$ cat src/rtl/comp_arb_pkg.sv
// Shared types and constants for the round-robin comparator arbiter.
package comp_arb_pkg;

    typedef enum logic [1:0] {
        IDLE = 2'd0,
        EVAL = 2'd1,
        RESP = 2'd2
    } state_t;

    localparam int FLAG_GT = 0;
    localparam int FLAG_LT = 1;
    localparam int FLAG_EQ = 2;

    localparam int STATS_W = 16;

endpackage

$ cat src/rtl/comp8.sv
// Existing 8-bit magnitude comparator: Cout = {A==B, A<B, A>B}.
module comp8 (
    input  logic [7:0] A,
    input  logic [7:0] B,
    output logic [2:0] Cout
);

    assign Cout = {(A == B), (A < B), (A > B)};

endmodule

$ cat src/rtl/comp_rr_arbiter.sv
// Combinational round-robin pick: first valid requester at or above rr_ptr, wrapping.
module comp_rr_arbiter #(
    parameter int NUM_REQ = 4,
    parameter int PTR_W   = $clog2(NUM_REQ)
) (
    input  logic [NUM_REQ-1:0] req_valid,
    input  logic [PTR_W-1:0]   rr_ptr,
    output logic [NUM_REQ-1:0] grant,
    output logic [PTR_W-1:0]   grant_idx
);

    int   idx;
    logic found;

    always_comb begin
        grant     = '0;
        grant_idx = '0;
        found     = 1'b0;
        idx       = 0;
        for (int k = 0; k < NUM_REQ; k++) begin
            idx = int'(rr_ptr) + k;
            if (idx >= NUM_REQ) idx = idx - NUM_REQ;
            if (!found && req_valid[PTR_W'(idx)]) begin
                found                = 1'b1;
                grant[PTR_W'(idx)]   = 1'b1;
                grant_idx            = PTR_W'(idx);
            end
        end
    end

endmodule

$ cat src/rtl/comp_arbiter.sv
// Round-robin scheduler sharing one comp8 among NUM_REQ requesters.
// Define COMP_ARB_STATS_EN to add saturating cmp_count/eq_count outputs.
module comp_arbiter
    import comp_arb_pkg::*;
#(
    parameter  int NUM_REQ = 4,
    localparam int PTR_W   = $clog2(NUM_REQ)
) (
    input  logic                 clk,
    input  logic                 rst_n,
    input  logic [NUM_REQ-1:0]   req_valid,
    input  logic [8*NUM_REQ-1:0] req_a,
    input  logic [8*NUM_REQ-1:0] req_b,
    output logic [NUM_REQ-1:0]   req_ready,
    output logic [NUM_REQ-1:0]   resp_valid,
    output logic [2:0]           resp_flags,
    input  logic [NUM_REQ-1:0]   resp_ready,
    output logic                 busy
`ifdef COMP_ARB_STATS_EN
    ,
    output logic [STATS_W-1:0]   cmp_count,
    output logic [STATS_W-1:0]   eq_count
`endif
);

    state_t               state_q;
    logic [PTR_W-1:0]     rr_ptr_q;
    logic [PTR_W-1:0]     grant_id_q;
    logic [7:0]           op_a_q, op_b_q;
    logic [2:0]           flags_q;
    logic [NUM_REQ-1:0]   resp_valid_q;
    logic [NUM_REQ-1:0]   grant;
    logic [PTR_W-1:0]     grant_idx;
    logic [2:0]           cout;
`ifdef COMP_ARB_STATS_EN
    logic [STATS_W-1:0]   cmp_count_q, eq_count_q;
`endif

    comp_rr_arbiter #(.NUM_REQ(NUM_REQ), .PTR_W(PTR_W)) u_rr (
        .req_valid (req_valid),
        .rr_ptr    (rr_ptr_q),
        .grant     (grant),
        .grant_idx (grant_idx)
    );

    comp8 u_comp8 (
        .A    (op_a_q),
        .B    (op_b_q),
        .Cout (cout)
    );

    // Grant is only offered from IDLE and forced low while reset is asserted.
    assign req_ready  = (state_q == IDLE && rst_n) ? grant : '0;
    assign resp_valid = resp_valid_q;
    assign resp_flags = flags_q;
    assign busy       = (state_q != IDLE);

    always_ff @(posedge clk or negedge rst_n) begin
        if (!rst_n) begin
            state_q      <= IDLE;
            rr_ptr_q     <= '0;
            grant_id_q   <= '0;
            op_a_q       <= '0;
            op_b_q       <= '0;
            flags_q      <= '0;
            resp_valid_q <= '0;
`ifdef COMP_ARB_STATS_EN
            cmp_count_q  <= '0;
            eq_count_q   <= '0;
`endif
        end else begin
            case (state_q)
                IDLE: begin
                    if (|req_valid) begin
                        op_a_q     <= req_a[{grant_idx, 3'b000} +: 8];
                        op_b_q     <= req_b[{grant_idx, 3'b000} +: 8];
                        grant_id_q <= grant_idx;
                        state_q    <= EVAL;
                    end
                end
                EVAL: begin
                    flags_q                  <= cout;
                    resp_valid_q             <= '0;
                    resp_valid_q[grant_id_q] <= 1'b1;
                    state_q                  <= RESP;
                end
                RESP: begin
                    if (resp_ready[grant_id_q]) begin
                        resp_valid_q <= '0;
                        rr_ptr_q     <= (grant_id_q == PTR_W'(NUM_REQ - 1)) ? '0
                                                                            : grant_id_q + 1'b1;
                        state_q      <= IDLE;
`ifdef COMP_ARB_STATS_EN
                        if (cmp_count_q != '1) cmp_count_q <= cmp_count_q + 1'b1;
                        if (flags_q[FLAG_EQ] && eq_count_q != '1) eq_count_q <= eq_count_q + 1'b1;
`endif
                    end
                end
                default: state_q <= IDLE;
            endcase
        end
    end

`ifdef COMP_ARB_STATS_EN
    assign cmp_count = cmp_count_q;
    assign eq_count  = eq_count_q;
`endif

endmodule

$ cat config.mk
export PLATFORM = sky130hd
export DESIGN_NAME = comp_arbiter
export DESIGN_NICKNAME = d
export VERILOG_FILES = /design/src/rtl/comp_arb_pkg.sv /design/src/rtl/comp8.sv /design/src/rtl/comp_rr_arbiter.sv /design/src/rtl/comp_arbiter.sv
export SDC_FILE = /design/constraint.sdc
export NUM_CORES = 1
export LEC_CHECK = 0
export CAP_MARGIN = 25
export CORE_MARGIN = 1
export CORE_UTILIZATION = 60
export CTS_CLUSTER_DIAMETER = 60
export DETAILED_ROUTE_END_ITERATION = 10
export DONT_BUFFER_PORTS = 1
export PLACE_DENSITY_LB_ADDON = 0.08
export SLEW_MARGIN = 20
export SYNTH_ARGS = -nofsm -noshare
export SYNTH_HDL_FRONTEND = slang
export SYNTH_SLANG_ARGS = --single-unit
$ cat constraint.sdc
create_clock -name clk -period 3.8 [get_ports clk]
set_input_delay 0.57 -clock clk [delete_from_list [all_inputs] [get_ports clk]]
set_output_delay 0.57 -clock clk [all_outputs]
set_load 0.02 [all_outputs]
Word level (Yosys, flattened, before mapping)
Cells that the tools add are included.
Storage, ports and cells
  register bits after elaboration: 29
  bits of input ports: 74
  output and inout bits: 12
  logic and storage cells: 108
Cells by class
  add/sub/neg operators: 8
  order comparisons: 16
  equality and inequality tests: 6
  shift-type cells: 2
  muxes and demuxes: 46
  bitwise gates (word level): 3
  reductions and logical operators: 20
Operators by type and width (count)
  32-bit by 6-bit indexed part select with 8-bit output: 2
  4-bit two-way mux: 6
  2-bit two-way mux: 11
  1-bit two-way mux: 17
  2-bit by 4-bit < comparator with 1-bit output, second input constant: 4
  4-bit bitwise OR: 3
  1-bit binary-select mux with 2-bit select: 5
  1-bit demux with 2-bit select: 5
  2-bit by 1-bit >= comparator with 1-bit output, second input constant: 5
  3-bit >= comparator, second input constant: 3
  1-bit logical AND: 9
  8-bit == test: 1
  8-bit > comparator: 1
  8-bit < comparator: 1
  4-bit one-hot mux with 2 select lines: 1
  2-bit AND reduction: 4
  2-bit by 1-bit subtractor with 2-bit output, second input constant: 4
  2-bit by 2-bit adder with 3-bit output, second input constant: 2
  2-bit one-hot mux with 3 select lines: 1
  2-bit == test, second input constant: 2
  2-bit nonzero test: 2
  4-bit OR reduction: 1
  2-bit by 1-bit adder with 3-bit output, second input constant: 1
  2-bit by 3-bit >= comparator with 1-bit output, second input constant: 1
  7 further kinds: 9

Longest topological paths before layout
  depth in word-level cells: 16
  gate-level depth with buffers: 11
  mapped depth without buffers: 8

By module
A second synthesis with hierarchy kept.
Unflattened totals
  cell total of the unflattened synthesis: 212
  area, all modules: 2548.7 um2
By module, submodules not included
  comp_arbiter: instances 1, cells an instance 113, area an instance 1751.7 um2, sequential area each 725.7 um2
  comp_rr_arbiter: instances 1, cells an instance 70, area an instance 571.8 um2, sequential area each 0.0 um2
  comp8: instances 1, cells an instance 29, area an instance 225.2 um2, sequential area each 0.0 um2

Worst setup path after synthesis
No wires, ideal clock.
  path type: register to output
  from: reg rr_ptr_q[0]
  to: out req_ready[0]
  data arrival time: 2.564 ns
  data required time: 3.230 ns
  path slack: 0.666 ns
  cell stages (with the launch flop): 9
  path buffers: 1
  cells stage by stage: dfrtp_1 -> clkbuf_1 -> inv_1 -> ha_1 -> or3_1 -> nor4b_1 -> or3_2 -> nand2_1 -> a21oi_1
On the way
  longest elaborated chain between the ends: 16
  elaborated cells between the ends (all ways): 64
  those cells by class: 7 x add/sub; 12 x order compare; 32 x mux; 3 x bitwise; 10 x reduce/logical
RTL lines
  start, declared: RTL line comp_arbiter.sv:27  | logic [PTR_W-1:0] rr_ptr_q;
  start signal, assigned: RTL line comp_arbiter.sv:90  | rr_ptr_q <= (grant_id_q == PTR_W'(NUM_REQ - 1)) ? '0
  branches (longest 14 deep; another with 2-bit by 4-bit < comparator with 1-bit output)
  4-bit two-way mux *: RTL line comp_rr_arbiter.sv:23  | if (!found && req_valid[PTR_W'(idx)]) begin
  4-bit two-way mux *: RTL line comp_arbiter.sv:53  | assign req_ready = (state_q == IDLE && rst_n) ? grant : '0;
  end, declared: RTL line comp_arbiter.sv:14  | output logic [NUM_REQ-1:0] req_ready,
Mark *: on every way between the ends. The select of a mux whose other input is x is not followed.

Worst setup path in the final report
  from: reg rr_ptr_q[1]
  to: out req_ready[1]
The elaborated chain is that of the path after synthesis.

==> flow_summary.html <==
<table>
<tr><th>Metric</th><th>Value</th></tr>
<tr><th colspan="2">Place</th></tr>
<tr><td>Area after detailed placement</td><td>about 0.0023 mm2</td></tr>
<tr><td>HPWL Detailed</td><td>about 3600 um</td></tr>
<tr><td>Gp weighted congestion</td><td>roughly 0.84</td></tr>
<tr><td>Port-buffer cells</td><td>0</td></tr>
<tr><th colspan="2">Drt</th></tr>
<tr><td>Final antenna-violating net count</td><td>0</td></tr>
<tr><td>Count of TritonRoute iterations in the first routing pass</td><td>4</td></tr>
<tr><td>Residual DRC</td><td>0</td></tr>
<tr><td>Wire length after detailed routing</td><td>4910 um</td></tr>
<tr><td>Total via count in the routed design</td><td>1,856</td></tr>
<tr><td>Starting DRC count in detailed routing</td><td>80</td></tr>
<tr><td>Vias per inst</td><td>between 6 and 7</td></tr>
<tr><td>Routed WL per cell</td><td>16.9 um</td></tr>
<tr><th colspan="2">GRT</th></tr>
<tr><td>GR Layer Usage met3</td><td>between 5 and 6%</td></tr>
<tr><td>Largest net degree at the start of global routing</td><td>34</td></tr>
<tr><td>M1 GR Usage</td><td>31.4%</td></tr>
<tr><td>GR Util met2</td><td>between 40% and 50%</td></tr>
<tr><td>Antenna violations before repair</td><td>0</td></tr>
<tr><td>Wire length of the first global-routing pass</td><td>just over 8000 um</td></tr>
<tr><td>Overall overflow remaining after global route</td><td>0</td></tr>
<tr><td>Most Used Layer, Global Route</td><td>met2</td></tr>
<tr><td>Number of global-route vias before repair</td><td>1,838</td></tr>
<tr><td>Tot GR Track Use</td><td>around a quarter</td></tr>
<tr><th colspan="2">Timing</th></tr>
<tr><td>Worst-Margin Slew</td><td>approximately 650 ps</td></tr>
<tr><td>Maximum frequency from static timing analysis</td><td>just under 300 MHz</td></tr>
<tr><td>Final period utilization</td><td>between 90% and 100%</td></tr>
<tr><td>Final Hold Violating Endpoints</td><td>0</td></tr>
<tr><td>Final clock skew</td><td>3.06 ps</td></tr>
<tr><td>Max-slew violation total from the final report</td><td>0</td></tr>
<tr><td>Relative max-transition margin</td><td>56.7%</td></tr>
<tr><td>Setup TNS</td><td>0 ps</td></tr>
<tr><td>Final setup violation count</td><td>0</td></tr>
<tr><td>Post-layout min period</td><td>around 3400 ps</td></tr>
<tr><td>Setup repair after global routing missed its margin</td><td>false</td></tr>
<tr><th colspan="2">Synthesis</th></tr>
<tr><td>Synth Net Count</td><td>roughly 340</td></tr>
<tr><td>Yosys Warn Count</td><td>0</td></tr>
<tr><td>Area share of the largest cell type after synthesis</td><td>between 30% and 40%</td></tr>
<tr><td>Biggest area contributors in the synthesized netlist</td><td>dfrtp_1 (32%), mux2i_1 (17%), ha_1 (11%), nand2_1 (6.4%), o221ai_1 (6.1%)</td></tr>
<tr><td>Average footprint of a synthesized cell</td><td>9.27 um2</td></tr>
<tr><td>Top cell type by total area after synthesis</td><td>dfrtp_1</td></tr>
<tr><td>Register bit count reported by yosys</td><td>29</td></tr>
<tr><td>Distinct cell type count of the synthesized netlist</td><td>36</td></tr>
<tr><td>Sequential fraction of the synthesis area</td><td>31.6%</td></tr>
<tr><td>Number of enable flip-flop cells after synthesis</td><td>0</td></tr>
<tr><td>Most frequent cell after synthesis</td><td>mux2i_1</td></tr>
<tr><td>Top flip-flop cell by instance count after synthesis</td><td>dfrtp_1</td></tr>
<tr><td>Share of synthesized registers carrying an async set or reset</td><td>between 90% and 100%</td></tr>
<tr><td>Cells after synthesis</td><td>between 200 and 250</td></tr>
<tr><td>Area of the mapped netlist</td><td>between 0.002 and 0.0025 mm2</td></tr>
<tr><td>Leading post-synthesis cells by instance count</td><td>mux2i_1 (40), nand2_1 (39), dfrtp_1 (29)</td></tr>
<tr><th colspan="2">CTS</th></tr>
<tr><td>Inserted Clock Buffers</td><td>5</td></tr>
<tr><td>Count of H-tree levels built during CTS</td><td>2</td></tr>
<tr><td>Clock-pin slew reported for the worst setup and hold paths after clock tree synthesis</td><td>about 60 ps</td></tr>
<tr><td>Clock tree from TritonCTS</td><td>done</td></tr>
<tr><td>Number of buffers inserted to repair setup after CTS</td><td>0</td></tr>
<tr><td>Clock latency reported for the late side of the worst-skew pair</td><td>~270 ps</td></tr>
<tr><td>CTS Root Buffer Type</td><td>clkbuf_8</td></tr>
<tr><td>Cells resized by post-CTS repair</td><td>0</td></tr>
<tr><td>Clk sink count</td><td>29</td></tr>
<tr><td>Max Buffers Root-to-Sink</td><td>2</td></tr>
<tr><td>Cts-stage hold buffer count</td><td>1</td></tr>
<tr><th colspan="2">Worst setup path</th></tr>
<tr><td>Capturing instance or port of the critical path</td><td>req_ready[1]</td></tr>
<tr><td>Beginning of the critical path</td><td>rr_ptr_q[1]$_DFFE_PN0P_</td></tr>
<tr><td>Worst reg-to-reg path cell count</td><td>8</td></tr>
<tr><td>CP Max Fanout</td><td>16</td></tr>
<tr><td>Category of the critical setup timing path</td><td>register to primary output</td></tr>
<tr><td>Cell-by-cell listing of the critical path</td><td>inv_1 -&gt; ha_1 -&gt; mux2i_1 -&gt; a211oi_1 -&gt; a22o_1 -&gt; mux2i_1 -&gt; a21oi_1</td></tr>
<tr><td>R2R Setup Slk</td><td>around 670 ps</td></tr>
<tr><td>Data arrival time of the critical path</td><td>approximately 2900 ps</td></tr>
<tr><td>Peak per-stage delay on the critical path</td><td>~670 ps</td></tr>
<tr><td>Critical R2R Capture</td><td>op_b_q[5]$_DFFE_PN0P_</td></tr>
<tr><td>Total stage count of the critical path</td><td>7</td></tr>
<tr><td>Dominant delay contributor by cell family on the critical path</td><td>compound AO/OA/AOI/OAI gates</td></tr>
<tr><td>Critical path's slowest cell</td><td>dfrtp_1</td></tr>
<tr><td>Startpoint of the lowest-slack register-to-register path</td><td>rr_ptr_q[1]$_DFFE_PN0P_</td></tr>
<tr><td>Buffers and inverters on the worst path</td><td>1</td></tr>
<tr><td>Type of element launching the critical path</td><td>register</td></tr>
<tr><td>Worst endpoint required time</td><td>around 3200 ps</td></tr>
<tr><td>Cell with the most instances on the worst path</td><td>mux2i_1</td></tr>
<tr><td>Endpoint type of the worst setup path</td><td>primary output</td></tr>
<tr><th colspan="2">Power</th></tr>
<tr><td>Areal power density over the cells</td><td>roughly 960 mW/mm2</td></tr>
<tr><td>Total power after layout</td><td>between 2 and 2.5 mW</td></tr>
<tr><td>Leakage power total</td><td>roughly 1.1 nW</td></tr>
<tr><td>Max IR drop VDD</td><td>~0.00072 V</td></tr>
<tr><th colspan="2">Layout</th></tr>
<tr><td>FILL cells</td><td>approximately 340</td></tr>
<tr><td>Final nets</td><td>~340</td></tr>
<tr><td>Ratio of cells with drive above 1 in the final layout</td><td>a little under 8%</td></tr>
<tr><td>Finished layout cell area</td><td>0.00241 mm2</td></tr>
<tr><td>Count of inserted antenna diode cells</td><td>0</td></tr>
<tr><td>Post-synthesis to final-layout area growth</td><td>5.01%</td></tr>
<tr><th colspan="2">Job</th></tr>
<tr><td>Max-capacitance violation count</td><td>0</td></tr>
<tr><th colspan="2">Floorplan</th></tr>
<tr><td>Height of the die</td><td>between 60 and 70 um</td></tr>
<tr><td>Number of core rows</td><td>22</td></tr>
<tr><td>Die X-Extent</td><td>between 60 and 70 um</td></tr>
<tr><td>DIE AREA</td><td>around 0.0041 mm2</td></tr>
<tr><td>I/O pin total</td><td>86</td></tr>
<tr><td>CORE AREA</td><td>around 0.0037 mm2</td></tr>
<tr><td>Initial Util</td><td>between 60% and 70%</td></tr>
<tr><th colspan="2">Run status</th></tr>
<tr><td>Run status</td><td>finished clean</td></tr>
<tr><th colspan="2">Worst hold path</th></tr>
<tr><td>Min-delay worst type</td><td>input port to async pin</td></tr>
</table>
-- cell type report --
| cell class | count | area (um2) | area share (%) |
|---|---|---|---|
| tap | 48 | 60.1 | 2.49 |
| clock inverter | 1 | 5.00 | 0.207 |
| inverter | 15 | 56.3 | 2.33 |
| timing repair buffer | 4 | 42.5 | 1.76 |
| sequential | 29 | 726 | 30.1 |
| multi-input combinational | 187 | 1430 | 59.1 |
| clock buffer | 7 | 96.3 | 3.99 |
-- worst min path at each step --
stage	depth (start not counted)	slack [ps]	end
6_report	1	110	op_a_q[5]$_DFFE_PN0P_
5_1_grt	1	120	resp_valid[3]$_DFFE_PN0P_
4_1_cts	1	110	op_a_q[5]$_DFFE_PN0P_
3_5_place_dp	0	280	resp_valid[2]$_DFFE_PN0P_
3_3_place_gp	0	270	state_q[1]$_DFFE_PN0P_
2_1_floorplan	0	270	grant_id_q[0]$_DFFE_PN0P_
-- registers in the layout, indices dropped and copies added, names as in the netlist --
| register | flops |
|---|---|
| rr_ptr_q | 2 |
| grant_id_q | 2 |
| op_a_q | 8 |
| resp_flags | 3 |
| state_q | 2 |
| resp_valid | 4 |
| op_b_q | 8 |
-- kinds of logic after synthesis --
| logic type | synth area share, % |
|---|---|
| AO/OA/AOI/OAI | 17.3 |
| flip-flops | 31.6 |
| buffers and inverters | 6.31 |
| AND/OR/NAND/NOR | 14.5 |
| multiplexers | 19.4 |
| adder cells (fa/ha/maj) | 10.9 |
-- cells in the final DEF, fill, tap and decap left out, types with 2 or more instances in the layout --
cell type and n:
a211oi_1 2, a21o_1 2, a21oi_1 5, a22o_1 3
a311oi_1 2, a31oi_1 5, buf_4 3, clkbuf_8 7
dfrtp_1 29, ha_1 20, inv_1 15, mux2_2 2
mux2i_1 40, nand2_1 39, nand2b_1 7, nand4_1 2
nor2_1 8, nor2b_1 3, nor3_1 3, o2111ai_1 2
o21ai_0 11, o21ai_1 2, o221ai_1 16, or3_1 2
-- routing by layer --
layer,vias to the layer above,part of all wire [%]
met5,-,0
met4,0,1.9
li1,894,-
met1,872,44
met2,76,48
met3,14,6.4
-- worst register-to-register path, cell delays in order (launching register included) --
cell and delay [ps]:
dfrtp_1 670, inv_1 210, ha_1 410, or3_1 410
nor4b_1 240, or3_2 190, nor2_1 60, or3_1 580
o221ai_1 270
-- power breakdown --
part / switching (mW) / internal, mW
registers: 0.163 / 0.464
logic: 0.791 / 0.608
clock network: 0.116 / 0.163
-- per-stage QoR --
step           hold WS [ps]  setup WS, ps  util [%]  cells
2_1_floorplan           274           666         -    248
3_3_place_gp            275           771      62.6    282
3_5_place_dp            275           696      62.6    282
4_1_cts                 114           396      65.9    291
5_1_grt                 117           136      65.9    291
6_report                115           353      65.9    291
Power figures use the tool's default switching activity.
